--- src/rtl/addsub_multiword_seq.sv ---
// Multi-word add/subtract sequencer: runs WORDS*32-bit operands through one shared
// 32-bit adder, least-significant word first, chaining carry/borrow between words.

module AddSub32bFlag (
   input  logic [31:0] A,
   input  logic [31:0] B,
   input  logic        Ci,
   input  logic        Ctrl,
   output logic [31:0] S,
   output logic        CF,
   output logic        OF,
   output logic        ZF,
   output logic        SF,
   output logic        PF
);
   logic [31:0] b_eff;
   logic        c_eff;
   logic [32:0] sum;

   // Subtract is A + ~B + ~Ci; the raw carry-out is inverted so CF reads as a borrow.
   always_comb begin
      b_eff = Ctrl ? ~B : B;
      c_eff = Ctrl ? ~Ci : Ci;
      sum   = {1'b0, A} + {1'b0, b_eff} + {32'b0, c_eff};
      S     = sum[31:0];
      CF    = sum[32] ^ Ctrl;
      OF    = (A[31] == b_eff[31]) && (sum[31] != A[31]);
      ZF    = (sum[31:0] == 32'b0);
      SF    = sum[31];
      PF    = ^sum[31:0];
   end
endmodule

module addsub_multiword_seq #(
   parameter int WORDS = 2
) (
   input  logic                clk,
   input  logic                rst,
   input  logic                in_valid,
   output logic                in_ready,
   input  logic [32*WORDS-1:0] A,
   input  logic [32*WORDS-1:0] B,
   input  logic                Ci,
   input  logic                Ctrl,
   output logic                out_valid,
   input  logic                out_ready,
   output logic [32*WORDS-1:0] S,
   output logic                CF,
   output logic                OF,
   output logic                ZF,
   output logic                SF,
   output logic                PF,
   output logic                busy
);
   localparam int W  = 32 * WORDS;
   localparam int IW = (WORDS > 1) ? $clog2(WORDS) : 1;

   typedef enum logic [1:0] {IDLE, RUN, DONE} state_t;

   state_t        state_q, state_d;
   logic [IW-1:0] idx_q, idx_d;
   logic [W-1:0]  a_q, a_d, b_q, b_d, work_q, work_d, s_q, s_d;
   logic          ctrl_q, ctrl_d, chain_q, chain_d;
   logic          zf_acc_q, zf_acc_d, pf_acc_q, pf_acc_d;
   logic          cf_q, cf_d, of_q, of_d, zf_q, zf_d, sf_q, sf_d, pf_q, pf_d;

   logic [31:0]   add_a, add_b, add_s;
   logic          add_cf, add_of, add_zf, add_sf, add_pf;
   logic          last;

   assign add_a = a_q[32*idx_q +: 32];
   assign add_b = b_q[32*idx_q +: 32];
   assign last  = (idx_q == IW'(WORDS - 1));

   AddSub32bFlag u_adder (
      .A    (add_a),
      .B    (add_b),
      .Ci   (chain_q),
      .Ctrl (ctrl_q),
      .S    (add_s),
      .CF   (add_cf),
      .OF   (add_of),
      .ZF   (add_zf),
      .SF   (add_sf),
      .PF   (add_pf)
   );

   always_comb begin
      state_d  = state_q;
      idx_d    = idx_q;
      a_d      = a_q;
      b_d      = b_q;
      work_d   = work_q;
      s_d      = s_q;
      ctrl_d   = ctrl_q;
      chain_d  = chain_q;
      zf_acc_d = zf_acc_q;
      pf_acc_d = pf_acc_q;
      cf_d     = cf_q;
      of_d     = of_q;
      zf_d     = zf_q;
      sf_d     = sf_q;
      pf_d     = pf_q;
      case (state_q)
         IDLE: begin
            if (in_valid) begin
               state_d  = RUN;
               a_d      = A;
               b_d      = B;
               ctrl_d   = Ctrl;
               chain_d  = Ci;
               idx_d    = '0;
               zf_acc_d = 1'b1;
               pf_acc_d = 1'b0;
            end
         end
         RUN: begin
            work_d[32*idx_q +: 32] = add_s;
            chain_d  = add_cf;
            zf_acc_d = zf_acc_q & add_zf;
            pf_acc_d = pf_acc_q ^ add_pf;
            // The visible result and flags only change when the last word lands.
            if (last) begin
               state_d = DONE;
               s_d     = work_q;
               s_d[32*idx_q +: 32] = add_s;
               cf_d    = add_cf;
               of_d    = add_of;
               sf_d    = add_sf;
               zf_d    = zf_acc_q & add_zf;
               pf_d    = pf_acc_q ^ add_pf;
            end else begin
               idx_d = idx_q + 1'b1;
            end
         end
         DONE: begin
            if (out_ready) state_d = IDLE;
         end
         default: state_d = IDLE;
      endcase
   end

   always_ff @(posedge clk) begin
      if (rst) begin
         state_q  <= IDLE;
         idx_q    <= '0;
         a_q      <= '0;
         b_q      <= '0;
         work_q   <= '0;
         s_q      <= '0;
         ctrl_q   <= 1'b0;
         chain_q  <= 1'b0;
         zf_acc_q <= 1'b1;
         pf_acc_q <= 1'b0;
         cf_q     <= 1'b0;
         of_q     <= 1'b0;
         zf_q     <= 1'b0;
         sf_q     <= 1'b0;
         pf_q     <= 1'b0;
      end else begin
         state_q  <= state_d;
         idx_q    <= idx_d;
         a_q      <= a_d;
         b_q      <= b_d;
         work_q   <= work_d;
         s_q      <= s_d;
         ctrl_q   <= ctrl_d;
         chain_q  <= chain_d;
         zf_acc_q <= zf_acc_d;
         pf_acc_q <= pf_acc_d;
         cf_q     <= cf_d;
         of_q     <= of_d;
         zf_q     <= zf_d;
         sf_q     <= sf_d;
         pf_q     <= pf_d;
      end
   end

   assign in_ready  = (state_q == IDLE);
   assign out_valid = (state_q == DONE);
   assign busy      = (state_q != IDLE);
   assign S         = s_q;
   assign CF        = cf_q;
   assign OF        = of_q;
   assign ZF        = zf_q;
   assign SF        = sf_q;
   assign PF        = pf_q;
endmodule
--- config.mk ---
export PLATFORM = sky130hd
export DESIGN_NAME = addsub_multiword_seq
export DESIGN_NICKNAME = d
export VERILOG_FILES = /design/src/rtl/addsub_multiword_seq.sv
export SDC_FILE = /design/constraint.sdc
export NUM_CORES = 1
export LEC_CHECK = 0
export ABC_CLOCK_PERIOD_IN_PS = 4900
export CAP_MARGIN = 10
export CORE_UTILIZATION = 30
export CTS_BUF_LIST = sky130_fd_sc_hd__clkbuf_16
export DETAILED_ROUTE_END_ITERATION = 12
export PLACE_DENSITY = 0.62
export SETUP_SLACK_MARGIN = 0.15
export SKIP_CTS_REPAIR_TIMING = 1
export SLEW_MARGIN = 25
export SYNTH_ARGS = -nofsm -noshare
export SYNTH_HDL_FRONTEND = slang
export SYNTH_HIERARCHICAL = 1
export SYNTH_SLANG_ARGS = --single-unit
--- constraint.sdc ---
create_clock -name clk -period 4.9 [get_ports clk]
set_input_delay 0.98 -clock clk [delete_from_list [all_inputs] [get_ports clk]]
set_output_delay 0.98 -clock clk [all_outputs]
set_load 0.005 [all_outputs]
After elaboration in Yosys (flattened, before gate mapping). Index checks and enable logic that the tools add are counted.

Bits in registers: 268. Input bits: 134. Logic and storage cells: 60.

Add/subtract/negate cells: 4. Equal/unequal tests: 7. Shifts and indexed selects: 4. Muxes and demuxes: 15. Bitwise logic cells: 5. Reductions and logical operators: 10.

Operators by type and width (count): indexed part select 64 x 7 -> 32 bit (2); bitwise mux 64 bit (1); variable shift 32 x 34 -> 64 bit, first input constant (1); indexed part select 32 x 34 -> 64 bit (1); negation 6 -> 34 bit (1); adder 32 x 32 -> 33 bit (1); adder 33 x 1 -> 33 bit (1); logical NOT 32 bit (1); two-way mux 32 bit (1); inverter 32 bit (1); XOR reduction 32 bit (1); case mux 1 bit (2 select lines) (4); two-way mux 2 bit (3); case mux 2 bit (3 select lines) (1); AND reduction 2 bit (3); two-way mux 1 bit (5); != test 2 bit, second input constant (2); nonzero test 2 bit (2); AND reduction 3 bit (1); == test 2 x 1 -> 1 bit, second input constant (1); == test 2 bit, second input constant (1); logical NOT 2 bit (1); != test 2 x 1 -> 1 bit, second input constant (1); XOR 1 bit (2); other kinds (6) (6).

Logic depth before layout (Yosys ltp). Gate-level depths: netlist of run 1.

Depth after elaboration: 8. Gate-level depth with buffers: 21. Gate-level depth less buffers: 19.

Hierarchy. The synthesis of run 1 kept the hierarchy.

Modules (own cells, without submodules): addsub_multiword_seq (instances 1, cells an instance 1110, area an instance 9031.2 µm²); AddSub32bFlag (instances 1, cells an instance 361, area an instance 2786.4 µm²).

Worst setup path before layout of run 1. OpenSTA, ideal clock, no wires.

Kind: register -> register. Start: register ctrl_q. End: register pf_acc_q. Setup time: 0.070 ns. Data arrival time: 4.707 ns. Path slack: 0.123 ns. Cell stages (with the launch flop): 21. Buffers on the path: 2. Period minus slack after synthesis: 4.777 ns. Path through: dfxtp_1 clkbuf_1 clkbuf_1 xor2_1 fa_1 fa_1 a211oi_2 o21ai_1 nand4_2 nand3b_2 a311oi_2 o211a_1 xor2_1 ha_1 xnor2_1 xnor2_1 xnor2_1 xnor2_1 nor3b_1 o21ai_0 a21oi_1.

Cells in the longest elaborated chain, start to end: 6. Elaborated cells on any way between the ends: 7. Classes of those cells: add/sub (2); mux (3); bitwise (1); reduce/logical (1).

Ends and longest elaborated chain: from (decl) (RTL line 63) `logic ctrl_q, ctrl_d, chain_q, chain_d;`; from (signal assigned) (RTL line 167) `ctrl_q <= ctrl_d;`; two-way mux 32 bit (RTL line 22) `b_eff = Ctrl ? ~B : B;`; adder 32 x 32 -> 33 bit (RTL line 24) `sum = {1'b0, A} + {1'b0, b_eff} + {32'b0, c_eff};`; adder 33 x 1 -> 33 bit * (RTL line 24); XOR reduction 32 bit * (RTL line 30) `PF = ^sum[31:0];`; net add_pf (RTL line 68) `logic add_cf, add_of, add_zf, add_sf, add_pf;`; XOR 1 bit * (RTL line 121) `pf_acc_d = pf_acc_q ^ add_pf;`; case mux 1 bit (2 select lines) * (RTL line 104) `case (state_q)`; to (signal assigned) (RTL line 170) `pf_acc_q <= pf_acc_d;`; to (decl) (RTL line 64) `logic zf_acc_q, zf_acc_d, pf_acc_q, pf_acc_d;`.

The timed path passes the listed nets; every way through them passes the cells marked *. A chain may end at the register's enable or synchronous reset.

Worst setup path after layout of run 1.
Start: register idx_q. End: register pf_acc_q.

Cells in the longest elaborated chain, start to end: 8. Elaborated cells on any way between the ends: 9. Classes of those cells: add/sub (2); shift (2); mux (2); bitwise (2); reduce/logical (1).

Ends and longest elaborated chain: from (decl) (RTL line 61) `logic [IW-1:0] idx_q, idx_d;`; from (signal assigned) (RTL line 162) `idx_q <= idx_d;`; indexed part select 64 x 7 -> 32 bit * (RTL line 72) `assign add_b = b_q[32*idx_q +: 32];`; net add_b[0] (RTL line 67) `logic [31:0] add_a, add_b, add_s;`; inverter 32 bit (RTL line 22); two-way mux 32 bit * (RTL line 22); adder 32 x 32 -> 33 bit * (RTL line 24); adder 33 x 1 -> 33 bit * (RTL line 24); XOR reduction 32 bit * (RTL line 30); net add_pf (RTL line 68); XOR 1 bit * (RTL line 121); case mux 1 bit (2 select lines) * (RTL line 104).

Marks and branches as above.

==> results.cfg, run 1 <==
[detailed_routing]
routed_via_density = 4.67
wire_per_inst_um = 15.5
drcViolationCount = 0
drt-pass1-iter-count = 8
wl_um = 33600
via_count = 10100
drt_iter0_drc = 609
ant_nets = 0

[floorplanning]
row_count = 72
coreArea_um2 = 38700
initial_core_util_pct = 30.5
die_h_um = 200
die-width_um = 200
die_area_um2 = 40200
io_pins = 206

[final_layout]
postLayoutCoreUtil_pct = 39.1
instances_no_fill = 2165
syn_to_final_growth_pct = 28.3
nNetsFinal = 1812
drive_above_1_share_pct = 10.9
fillers = 4003
multi_input_area_um2 = 6530
regArea_um2 = 4730
antennaDiodeCount = 0

[worst_setup_path]
worstPathRequired_ns = 5.34
reg2reg_slack_ns = 0.31
worstPathArrival_ns = 5.03
max_stage_delay_ns = 0.43
critical_path.endpoint_type = register
reg2reg_depth = 17
r2r_start = idx_q
crit_top_cell = xnor2_1
worstPathCellList = mux2_4 -> xor2_2 -> fa_2 -> fa_2 -> a211oi_4 -> o21ai_2 -> and3_1 -> a221o_1 -> xnor2_1 -> ha_1 -> xnor2_1 -> xnor2_1 -> xnor2_1 -> xnor2_1 -> nor3b_2 -> o21ai_1 -> a21oi_1
cpMaxStageDelayCell = fa_2
path_delay_family = XOR/XNOR gates
path_buf_inv = 0
cp-start-kind = register
path_max_fanout = 5
crit_type = reg2reg
r2r_end = pf_acc_q

[global_route]
antenna_found_initial = 0
grt_usage_pct = 16.2
busiest_layer = met1
use_met1_pct = 24.8
overflow = 0
grt_pass1_wl_um = 52600
grt_max_degree = 130
use_met3_pct = 2.14
grt_util_met2_pct = 23.8
grt_pass1_vias = 9676

[timing]
fmax_mhz = 218
rsz0062_at_grt = yes
period_share_pct = 93.7
whs_ns = 0.448
tightest_slew_ns = 0.949
skew_ns = 0.0341
slew_violations = 0
hold_viol_final = 0
period_needed_ns = 4.59
setup-violations-final = 0
setup_slack_ns = 0.310
relSlewSlack_pct = 36.7

[placement]
place_ws_ns = -0.0584
port-buffer-count = 205
place_congestion = 0.835
post-dp-hpwl_um = 24700
dp_cells = 2113

[cts]
clk_pin_slew_ns = 0.06
clock-sinks = 236
cts_buffers = 26
cts_tree = yes
insertion_delay_ns = 0.54
root_buffer = clkbuf_16
htreeDepth = 1
cts_buffer_depth = 3

[synth]
ys_seq_elements = 236
ys_seq_area_share_pct = 40.0
synth_cell_types = 67
synth_area_leaders = dfxtp_1 40%, nand2_1 15%, a21oi_1 11%
synth_common_cells = 474 x nand2_1, 257 x a21oi_1, 236 x dfxtp_1
synth-edff-count = 0
synthCells = 1471
syn-cell-area_um2 = 11800
yosysTopAreaCell = dfxtp_1
postSynthAreaPerCell_um2 = 8.03
yosysWarnings = 6
synthArstFlopShare_pct = 0
synth_nets = 1654
yosysTopAreaCellShare_pct = 40.0
synth-main-ff-cell = dfxtp_1
synth_most_common_cell = nand2_1

[hold_path]
min_path_cells = 2
min_path_type = reg2reg
min_from = work_q[5]
hold_end = S[5]

[status]
status = finished clean

[power_and_ir_drop]
p_leak_nw = 5.94
p_per_area_nw_per_um2 = 368
ir_drop_uv = 284

[flow_run]
drv_cap = 0
[per-stage QoR]
step	TNS, ns	instance area (µm²)	total power, mW
after floorplan	0	11800	3.29
after global placement	0	14200	3.76
after detailed placement	-0.0584	14200	3.76
after CTS	-0.0953	15000	5.58
after global routing	0	15200	5.88
final	0	15200	5.58
[registers in the layout, indices dropped and copies added, names as in the netlist, 2 cells and up]
register / count
state_q: 2
b_q: 64
a_q: 64
work_q: 32
S: 64
[tightest hold or removal path: stages, from the launching register on]
cell	delay (ns)
dfxtp_1	0.31
nand2_1	0.05
a21oi_1	0.05
[kinds of logic after synthesis]
logic type	Yosys count	synth area share, %
AND/OR/NAND/NOR	563	19.7
AO/OA/AOI/OAI	335	16.5
flip-flops	236	40.0
buffers and inverters	137	5.90
XOR/XNOR	86	6.37
multiplexers	65	6.23
adder cells (fa/ha/maj)	49	5.31
[worst max path at each step]
stage | start | end | slack [ns] | cells after the start
CTS | idx_q | pf_acc_q | -0.1 | 19
floorplan | idx_q | pf_acc_q | 0.18 | 20
global route | idx_q | pf_acc_q | 0.04 | 19
global placement | idx_q | pf_acc_q | 0.02 | 20
finish | idx_q | pf_acc_q | 0.31 | 17
detailed placement | idx_q | pf_acc_q | -0.06 | 19
[power breakdown]
group | internal (mW) | total [mW] | switching (mW)
Sequential | 2.03 | 2.09 | 0.0618
Clock | 1.04 | 1.81 | 0.772
Combinational | 0.788 | 1.68 | 0.889
[placed cells by master (no fill, tap or decap), drive strengths merged, types with 6 or more instances in the layout]
master,n
nand2,476
a21oi,261
dfxtp,236
clkdlybuf4s50,204
mux2,65
xor2,52
ha,47
inv,38
buf,37
xnor2,34
clkbuf,27
o21ai,18
nor2,17
nand2b,12
nand3,12
a21o,10
nand4,10
a211oi,7
o211ai,7
nor3,6
and3,6
clkinv,6
[layout make-up]
class                           count  share of cell area, %
Inverter                           26                  0.644
Multi-Input combinational cell   1098                   43.1
Tap cell                          518                   4.28
Timing Repair Buffer              241                   15.6
Clock inverter                     19                  0.726
Sequential cell                   236                   31.2
Clock buffer                       27                   4.46
[metal layers]
layer / share of wire, % / up-vias / routed length (µm)
li1: - / 5202 / -
met1: 53 / 4622 / 17700
met2: 41 / 251 / 13900
met3: 4.1 / 44 / 1390
met4: 1.8 / 0 / 597
met5: 0 / - / 0
(Power assumes the default switching activity.)
==> inputs of run 2 (changes only) <==
--- a/config.mk
+++ b/config.mk
@@ -10,10 +10,9 @@
 export CORE_UTILIZATION = 30
 export CTS_BUF_LIST = sky130_fd_sc_hd__clkbuf_16
 export DETAILED_ROUTE_END_ITERATION = 12
-export PLACE_DENSITY = 0.62
+export PLACE_DENSITY_LB_ADDON = 0.1
 export SETUP_SLACK_MARGIN = 0.15
 export SKIP_CTS_REPAIR_TIMING = 1
-export SLEW_MARGIN = 25
 export SYNTH_ARGS = -nofsm -noshare
 export SYNTH_HDL_FRONTEND = slang
 export SYNTH_HIERARCHICAL = 1
==> results.cfg, run 2 (same netlist as run 1, synthesis figures left out) <==
[floorplanning]
coreArea_um2 = 38700
row_count = 72
initial_core_util_pct = 30.5
die_area_um2 = 40200
io_pins = 206
die-width_um = 200
die_h_um = 200

[detailed_routing]
wire_per_inst_um = 16.1
wl_um = 35200
drt-pass1-iter-count = 4
ant_nets = 0
drcViolationCount = 0
drt_iter0_drc = 594
via_count = 10200
routed_via_density = 4.68

[power_and_ir_drop]
p_int_mw = 4.08
p_per_area_nw_per_um2 = 380
p_sw_share_pct = 30.4
ir_drop_uv = 426
p_leak_nw = 6.05
p_clk_share_pct = 33.2
p_switching_mw = 1.78
combinationalPowerShare_pct = 31.2
power_frac_seq_pct = 35.6

[final_layout]
antennaDiodeCount = 0
final_cell_mix = 474 x nand2_1, 256 x a21oi_1, 234 x dfxtp_1
layout_commonest_cell = nand2_1
fillers = 4077
nNetsFinal = 1831
drive_above_1_share_pct = 12.5
syn_to_final_growth_pct = 30.4

[placement]
port-buffer-count = 205
post-dp-hpwl_um = 25400
place_congestion = 0.805

[cts]
root_buffer = clkbuf_16
insertion_delay_ns = 0.54
cts_tree = yes
cts_buffers = 27
htreeDepth = 1
cts_buffer_depth = 3
clock-sinks = 236
clk_pin_slew_ns = 0.06

[global_route]
antenna_found_initial = 0
grt_pass1_wl_um = 54700
grt_max_degree = 102
overflow = 0
grt_usage_pct = 16.9
grt_pass1_vias = 9713

[worst_setup_path]
reg2reg_slack_ns = 0.34
crit_type = reg2reg
path_max_fanout = 24
r2r_start = idx_q
critical_path.endpoint_type = register
worstPathRequired_ns = 5.36
worstPathArrival_ns = 5.02
cp-start-kind = register
reg2reg_depth = 20
r2r_end = pf_acc_q

[hold_path]
hold_end = a_q[30]
min_path_cells = 2
min_from = a_q[30]
min_path_type = reg2reg

[timing]
tns_ns = 0
tightest_slew_ns = 0.856
rsz0062_at_grt = yes
period_share_pct = 93.1
setup-violations-final = 0
relSlewSlack_pct = 42.9
skew_ns = 0.0116
fmax_mhz = 219
whs_ns = 0.451
hold_viol_final = 0
slew_violations = 0
period_needed_ns = 4.56

[status]
status = finished clean

[flow_run]
drv_cap = 0
-- run 2: worst max path at each step --
stage	startpoint	end	slack, ns	cells after the start
6_report	idx_q	pf_acc_q	0.34	20
5_1_grt	idx_q	pf_acc_q	0.1	20
3_3_place_gp	idx_q	pf_acc_q	0.11	19
3_5_place_dp	idx_q	pf_acc_q	0.08	19
2_1_floorplan	idx_q	pf_acc_q	0.18	20
4_1_cts	idx_q	pf_acc_q	0.05	19
-- run 2: stage by stage --
step | power, mW | setup slack, ns | utilization (%) | cells | area [µm²]
after floorplan | 3.29 | 0.184 | - | 1471 | 11800
after global placement | 3.88 | 0.115 | 36.9 | 2124 | 14300
after detailed placement | 3.88 | 0.0832 | 36.9 | 2124 | 14300
after CTS | 5.84 | 0.0507 | 39.0 | 2171 | 15100
after global routing | 6.19 | 0.0988 | 39.8 | 2184 | 15400
final | 5.85 | 0.340 | 39.8 | 2184 | 15400
-- run 2: power by group through the flow --
stage | logic (mW) | registers [mW] | clock network [mW]
2_1_floorplan | 1.19 | 2.10 | 0
3_3_place_gp | 1.75 | 2.13 | 0
3_5_place_dp | 1.75 | 2.13 | 0
4_1_cts | 1.76 | 2.09 | 2.00
5_1_grt | 2.00 | 2.10 | 2.08
6_report | 1.82 | 2.09 | 1.94
-- run 2: layout make-up --
| type | count | area [µm²] | area share (%) |
|---|---|---|---|
| well taps | 518 | 648 | 4.21 |
| multi-input cells | 1098 | 6570 | 42.7 |
| inverters | 26 | 97.6 | 0.633 |
| clock inverters | 20 | 156 | 1.02 |
| repair buffers | 259 | 2530 | 16.4 |
| flip-flops and latches | 236 | 4730 | 30.7 |
| clock buffers | 27 | 676 | 4.39 |
-- run 2: per-layer routing --
metal	vias up	share of wire, %	track usage (%)	wire, µm
met5	-	0	0	0
met4	0	1.5	3.46	542
met3	36	4.8	2.63	1690
met2	255	40	23.7	14100
met1	4697	54	26.6	18900
li1	5242	-	-	-
-- run 2: worst max-delay path, cell delays in order, from the launching register on --
cell and delay, ns:
dfxtp_4 0.40, buf_12 0.19, mux2_2 0.37, xor2_1 0.15, ha_2 0.40, and3_1 0.22, and3_4 0.23, nand4_4 0.15
a21oi_4 0.23, buf_4 0.15, nor3_2 0.04, o31ai_2 0.29, xnor2_1 0.20, ha_1 0.33, xnor2_2 0.16, xnor2_1 0.19
xnor2_1 0.11, xnor2_1 0.24, nor3b_2 0.20, o21ai_1 0.07, a21oi_1 0.17
==> inputs of run 3 (changes only) <==
--- a/config.mk
+++ b/config.mk
@@ -5,10 +5,10 @@
 export SDC_FILE = /design/constraint.sdc
 export NUM_CORES = 1
 export LEC_CHECK = 0
-export ABC_CLOCK_PERIOD_IN_PS = 4900
 export CAP_MARGIN = 10
 export CORE_UTILIZATION = 30
 export CTS_BUF_LIST = sky130_fd_sc_hd__clkbuf_16
+export CTS_CLUSTER_SIZE = 20
 export DETAILED_ROUTE_END_ITERATION = 12
 export PLACE_DENSITY_LB_ADDON = 0.1
 export SETUP_SLACK_MARGIN = 0.15
==> results.cfg, run 3 (same netlist as run 1, synthesis figures left out) <==
[detailed_routing]
drt-pass1-iter-count = 5
drcViolationCount = 0
drt_iter0_drc = 600
via_count = 10200
ant_nets = 0
wire_per_inst_um = 16.1
routed_via_density = 4.68
wl_um = 35200

[placement]
post-dp-hpwl_um = 25400
place_ws_ns = 0.0832
port-buffer-count = 205
place_congestion = 0.805

[cts]
cts_buffer_depth = 3
htreeDepth = 1
clk_pin_slew_ns = 0.06
cts_buffers = 27
clock-sinks = 236
insertion_delay_ns = 0.54
root_buffer = clkbuf_16
cts_tree = yes

[floorplanning]
die_area_um2 = 40200
row_count = 72
initial_core_util_pct = 30.5
io_pins = 206
die_h_um = 200
coreArea_um2 = 38700
die-width_um = 200

[timing]
slew_violations = 0
period_share_pct = 93.1
relSlewSlack_pct = 44.0
fmax_mhz = 219
skew_ns = 0.0128
setup_slack_ns = 0.338
rsz0062_at_grt = yes
tns_ns = 0
tightest_slew_ns = 0.840
period_needed_ns = 4.56
setup-violations-final = 0
hold_viol_final = 0

[worst_setup_path]
critical_path.endpoint_type = register
path_delay_family = XOR/XNOR gates
max_stage_delay_ns = 0.40
crit_top_cell = xnor2_1
worstPathCellList = buf_12 -> mux2_2 -> xor2_1 -> ha_2 -> and3_1 -> and3_4 -> nand4_4 -> a21oi_4 -> buf_4 -> nor3_2 -> o31ai_2 -> xnor2_1 -> ha_1 -> xnor2_2 -> xnor2_1 -> xnor2_1 -> xnor2_1 -> nor3b_2 -> o21ai_1 -> a21oi_1
path_buf_inv = 2
crit_type = reg2reg
cp-start-kind = register
path_max_fanout = 24
worstPathArrival_ns = 5.03
cpMaxStageDelayCell = dfxtp_4
worstPathRequired_ns = 5.37

[power_and_ir_drop]
p_per_area_nw_per_um2 = 380
power_frac_seq_pct = 35.6
p_clk_share_pct = 33.2
p_leak_nw = 6.05
combinationalPowerShare_pct = 31.2
p_int_mw = 4.08
p_switching_mw = 1.78
ir_drop_uv = 426
p_sw_share_pct = 30.3

[global_route]
antenna_found_initial = 0
grt_max_degree = 102
grt_usage_pct = 16.9
grt_pass1_wl_um = 54700
overflow = 0
grt_pass1_vias = 9715

[final_layout]
antennaDiodeCount = 0
final_cell_mix = 474 x nand2_1, 256 x a21oi_1, 234 x dfxtp_1
postLayoutCoreUtil_pct = 39.8
drive_above_1_share_pct = 12.5
layout_commonest_cell = nand2_1
fillers = 4077
nNetsFinal = 1831
syn_to_final_growth_pct = 30.4

[hold_path]
min_path_type = reg2reg

[flow_run]
drv_cap = 0

[status]
status = finished clean
[run 3: final timing paths]
| check | to | from | slack (ns) | depth (start not counted) |
|---|---|---|---|---|
| worst max-delay path | pf_acc_q | idx_q | 0.34 | 20 |
| worst min-delay path | S[16] | work_q[16] | 0.45 | 2 |
| worst max register to register | pf_acc_q | idx_q | 0.34 | 20 |
| worst min register to register | S[16] | work_q[16] | 0.45 | 2 |
[run 3: tightest hold or removal path, cell delays in order, from the launching register on]
cell     delay [ns]
dfxtp_1        0.31
nand2_1        0.05
a21oi_1        0.05
[run 3: power groups by stage]
| stage | clock network, mW | logic [mW] | registers (mW) |
|---|---|---|---|
| after floorplan | 0 | 1.19 | 2.10 |
| after global placement | 0 | 1.75 | 2.13 |
| after detailed placement | 0 | 1.75 | 2.13 |
| after CTS | 2.00 | 1.76 | 2.09 |
| after global routing | 2.09 | 2.00 | 2.10 |
| final | 1.94 | 1.82 | 2.09 |
[run 3: layout make-up]
class	count	area, µm²	area share (%)
inverter	26	97.6	0.633
clock buffer	27	676	4.39
tap	518	648	4.21
clock inverter	20	156	1.02
timing repair buffer	259	2530	16.4
sequential	236	4730	30.7
multi-input combinational	1098	6570	42.7
[run 3: per-layer routing]
layer  part of all wire, %  wire [µm]  vias to the layer above  track usage, %
met5                     0          0                        -               0
met4                   1.6        554                        0            3.52
met3                   4.6       1610                       40            2.63
met2                    40      14000                      237            23.7
met1                    54      19000                     4707            26.6
li1                      -          -                     5239               -
[run 3: metrics by stage]
step | hold slack [ns] | cell area, µm² | cells | power, mW
3_5_place_dp | 0.443 | 14300 | 2124 | 3.88
3_3_place_gp | 0.439 | 14300 | 2124 | 3.88
4_1_cts | 0.451 | 15100 | 2171 | 5.84
5_1_grt | 0.463 | 15400 | 2184 | 6.19
6_report | 0.449 | 15400 | 2184 | 5.85
2_1_floorplan | 0.432 | 11800 | 1471 | 3.29
==> patch 1, RTL diff (config.mk and constraints of run 2) <==
Re-encode `state_t` (3 states) as one-hot, 3 bits wide.
--- a/src/rtl/addsub_multiword_seq.sv
+++ b/src/rtl/addsub_multiword_seq.sv
@@ -57,3 +57,3 @@
 
-   typedef enum logic [1:0] {IDLE, RUN, DONE} state_t;
+   typedef enum logic [2:0] {IDLE = 3'b001, RUN = 3'b010, DONE = 3'b100} state_t;
 
Function: same outputs for any inputs over 4 cycles, from zero or initial values and one cycle with rst high; so few cycles prove little.
==> patch 1 against run 2 <==
- total power decreased by 0.35%
- hold slack got worse by 0.0015 ns
- fmax decreased by 3.9%
- setup slack got worse by 0.18 ns
- non-clock buffer count decreased by 23
- sequential cell count increased by 1
- clock power increased by 8%
- sequential share of layout area increased by 0.19 points
- routed wire length increased by 2.1%
- clock skew decreased by 0.0024 ns
- first-iteration DRC count decreased by 9.9%
- final area decreased by 0.19%
- area after synthesis increased by 0.32%
- largest cell class unchanged
- highest routed layer unchanged
==> patch 1: results (changes against run 2) <==
yosys:
  ys_types: 69  # +3.0%
  seq_area_frac_synth: 0.400  # +0.000423
  synthTopCellsByCount: "478 x nand2_1, 256 x a21oi_1, 237 x dfxtp_1, 64 x mux2_2"
  yosys_warnings: 6  # unchanged
  netlist_instances: 1479  # +0.54%
  yosys-top-cells-area: "dfxtp_1 40%, nand2_1 15%, a21oi_1 11%, mux2_2 6.1%, ha_1 5.0%"
placement:
  place_ws_ns: 0.119  # +0.0360 ns
  dp_hpwl_um: 26100  # +2.7%
  gp_congestion: 0.864  # +7.2%
  dp_cells: 2111  # -0.61%
setup_path:
  r2r_setup_slack_ns: 0.16  # -0.18 ns
  cpMaxStageDelayCell: "fa_2"
  worst_r2r_path_depth: 19  # -5.0%
  arrival_ns: 5.21  # +0.19 ns
  max_stage_delay_ns: 0.44  # +0.04 ns
  crit_family: "compound AO/OA/AOI/OAI gates"
  crit_fanout: 6  # -75%
routing:
  drt_iter0_drc: 535  # -9.9%
  vias: 10191  # -0.38%
  wl_um: 35900  # +2.1%
  post_drt_wl_per_cell_um: 16.6  # +2.8%
sta:
  relSlewSlack: 0.461  # +0.0314
  finalHoldWorstSlack_ns: 0.449  # -0.00148 ns
grt:
  grt_usage: 0.172  # +0.00295
  grt_pass1_vias: 9863  # +1.5%
  grt_pass1_wl_um: 55400  # +1.3%
final_layout:
  fin_nets: 1813  # -0.98%
  layout-drive-gt1-share: 0.109  # -0.0164
  fill_cells: 4060  # -0.42%
pwr:
  internal-power_mw: 4.02  # -1.5%
  peakVddDrop_v: 0.000294  # -31%
  p_leak_nw: 5.95  # -1.7%
worst_hold_path:
  min_to: "b_q[25]"
  min_from: "b_q[25]"
run_status:
  status: "finished clean"
[patch 1: cell types whose count changed after synthesis, moves of 3 or more]
cell	run 2	this run
clkbuf_1	47	52
nand2b_1	12	7
nand2_1	474	478
buf_6	13	7
buf_4	10	13
[patch 1: worst max path at each step]
stage           from  cells past startpoint  slack (ns)       end
6_report       idx_q                     19        0.16  pf_acc_q
5_1_grt        idx_q                     19       -0.04  pf_acc_q
4_1_cts        idx_q                     19        0.09  pf_acc_q
3_5_place_dp   idx_q                     19        0.12  pf_acc_q
3_3_place_gp   idx_q                     19        0.18  pf_acc_q
2_1_floorplan  idx_q                     22        0.18  pf_acc_q
[patch 1: cells by family after synthesis]
group | synth area share
AO/OA/AOI/OAI | 0.165
flip-flops | 0.400
buffers and inverters | 0.0575
multiplexers | 0.0621
XOR/XNOR | 0.0635
adder cells (fa/ha/maj) | 0.0530
AND/OR/NAND/NOR | 0.198
[patch 1: final cells by class]
type	count	area, um2	area share
Inverter	28	105	0.00683
Clock buffer	27	676	0.0439
Sequential cell	237	4750	0.309
Tap cell	518	648	0.0421
Clock inverter	23	240	0.0156
Multi-Input combinational cell	1100	6590	0.428
Timing Repair Buffer	236	2370	0.154
[patch 1: power groups by stage]
stage	clock, mW	combinational [mW]	sequential, mW
2_1_floorplan	0	1.16	2.09
3_3_place_gp	0	1.66	2.12
3_5_place_dp	0	1.65	2.12
4_1_cts	2.16	1.66	2.08
5_1_grt	2.23	1.84	2.09
6_report	2.09	1.67	2.08
[patch 1: per-layer routing]
layer / vias up / GRT usage / wire length, um
li1: 5242 / - / -
met1: 4665 / 0.246 / 17800
met2: 236 / 0.270 / 15900
met3: 48 / 0.0226 / 1350
met4: 0 / 0.0458 / 903
met5: - / 0 / 0
==> patch 2, RTL diff (flow settings as in run 2) <==
Without the edit above. The parameter `WORDS` goes from 2 to 1.
--- a/src/rtl/addsub_multiword_seq.sv
+++ b/src/rtl/addsub_multiword_seq.sv
@@ -34,3 +34,3 @@
 module addsub_multiword_seq #(
-   parameter int WORDS = 2
+   parameter int WORDS = 1
 ) (
Ports: changed (resized A, B and S); port bits go from 206 to 110. The function was not compared with the original's and may differ.
==> patch 2 against run 2 <==
- area after synthesis is 48% lower
- largest power group is now combinational logic
- sequential cell count is 129 lower
- total power down 50%
- combinational power fell by 36%
- die area fell by 48%
- setup slack better by 0.098 ns
- final area shrank 49%
- utilization is 0.44 points lower
- routed wire length down 55%
- synthesized cell count down 53%
==> patch 2: results (changes against run 2) <==
pwr:
  peakVddDrop_v: 0.000252  # -41%
  swShare: 0.326  # +0.0225
yosys:
  synthTopCellsByCount: "107 x dfxtp_1, 95 x nand2_1, 73 x a21oi_1, 65 x a22o_1, 52 x xor2_1"
  synth_nets: 805  # -51%
  netlist_instances: 686  # -53%
  seq_area_frac_synth: 0.349  # -0.0507
  yosys-top-cells-area: "dfxtp_1 35%, ha_1 9.6%, a22o_1 9.3%, xor2_1 7.4%, a21oi_1 6.0%"
placement:
  gp_congestion: 0.869  # +7.9%
  numPortBuffers: 109  # -47%
sta:
  finalHoldWorstSlack_ns: 0.455  # +0.00396 ns
  relSlewSlack: 0.419  # -0.0106
  skew_ns: 0.00690  # -0.00473 ns
clock_tree:
  clkLatencyLatePin_ns: 0.36  # -0.18 ns
  htree_levels: 3  # +2
  cts_max_path_buffers: 2  # -1
  cts_buffers: 9  # -67%
grt:
  grt_usage: 0.151  # -0.0179
  grt_max_degree: 67  # -34%
  use_met3: 0.0239  # -0.00240
  use_met1: 0.215  # -0.0516
  grt_pass1_vias: 4911  # -49%
setup_path:
  crit_fanout: 5  # -79%
  timing.rr.start: "ctrl_q"
  arrival_ns: 4.74  # -0.28 ns
  worst_r2r_path_depth: 18  # -10%
routing:
  vias: 5001  # -51%
  wl_um: 15900  # -55%
  wl_met2_um: 6840  # -52%
  met1Wirelength_um: 8300  # -56%
  drt_iter0_drc: 271  # -54%
final_layout:
  fin_cells: 1041  # -52%
  layout-drive-gt1-share: 0.0709  # -0.0546
  fin_nets: 891  # -51%
run_status:
  status: "finished clean"
worst_hold_path:
  min_from: "work_q[12]"
==> patch 2: cell count changes in the layout (fill, tap and decap cells not counted), sizes merged, moves of 6 or more <==
cell | run 2 | this run
nand2 | 476 | 95
nor2 | 17 | 24
nand2b | 12 | 6
nand3 | 12 | 6
clkbuf | 28 | 10
mux2 | 65 | 2
a22o | 1 | 65
o211ai | 7 | 1
dfxtp | 236 | 107
a21oi | 261 | 73
clkdlybuf4s50 | 204 | 109
clkinv | 9 | 3
buf | 54 | 9
==> patch 2: kinds of logic (layout without fill, tap and decap cells) <==
family / Yosys count / in the layout / share of synthesized area
compound gates: 200 / 200 / 0.234
xor+xnor: 87 / 87 / 0.124
fa+ha+maj: 49 / 49 / 0.102
buf+inv: 72 / 162 / 0.0567
flops: 107 / 107 / 0.349
mux: 2 / 2 / 0.00428
simple gates: 169 / 169 / 0.129
==> patch 2: layout make-up <==
type	instances	area (um2)
clock buffers	9	225
fillers	2054	12000
clock inverters	6	82.6
well taps	265	332
multi-input cells	507	3700
inverters	28	105
repair buffers	119	1200
flip-flops and latches	107	2140
==> patch 2: critical path, stage by stage (launching register included) <==
cell,delay (ns)
dfxtp_2,0.46
xor2_1,0.14
fa_2,0.42
fa_2,0.38
a21o_2,0.21
a221oi_2,0.27
o21a_1,0.22
o21ai_2,0.14
a2111oi_2,0.34
or3_4,0.20
xor2_1,0.19
ha_1,0.27
xnor2_1,0.18
xnor2_1,0.16
xnor2_1,0.11
xnor2_1,0.27
nor3b_1,0.21
o21ai_0,0.10
a21oi_1,0.16
==> patch 2: power groups by stage <==
stage	Clock (mW)	Sequential [mW]	Combinational, mW
floorplan	0	0.983	0.877
detailed placement	0	0.998	1.16
finish	0.763	0.978	1.16
global placement	0	0.997	1.15
CTS	0.785	0.978	1.16
global route	0.817	0.987	1.29
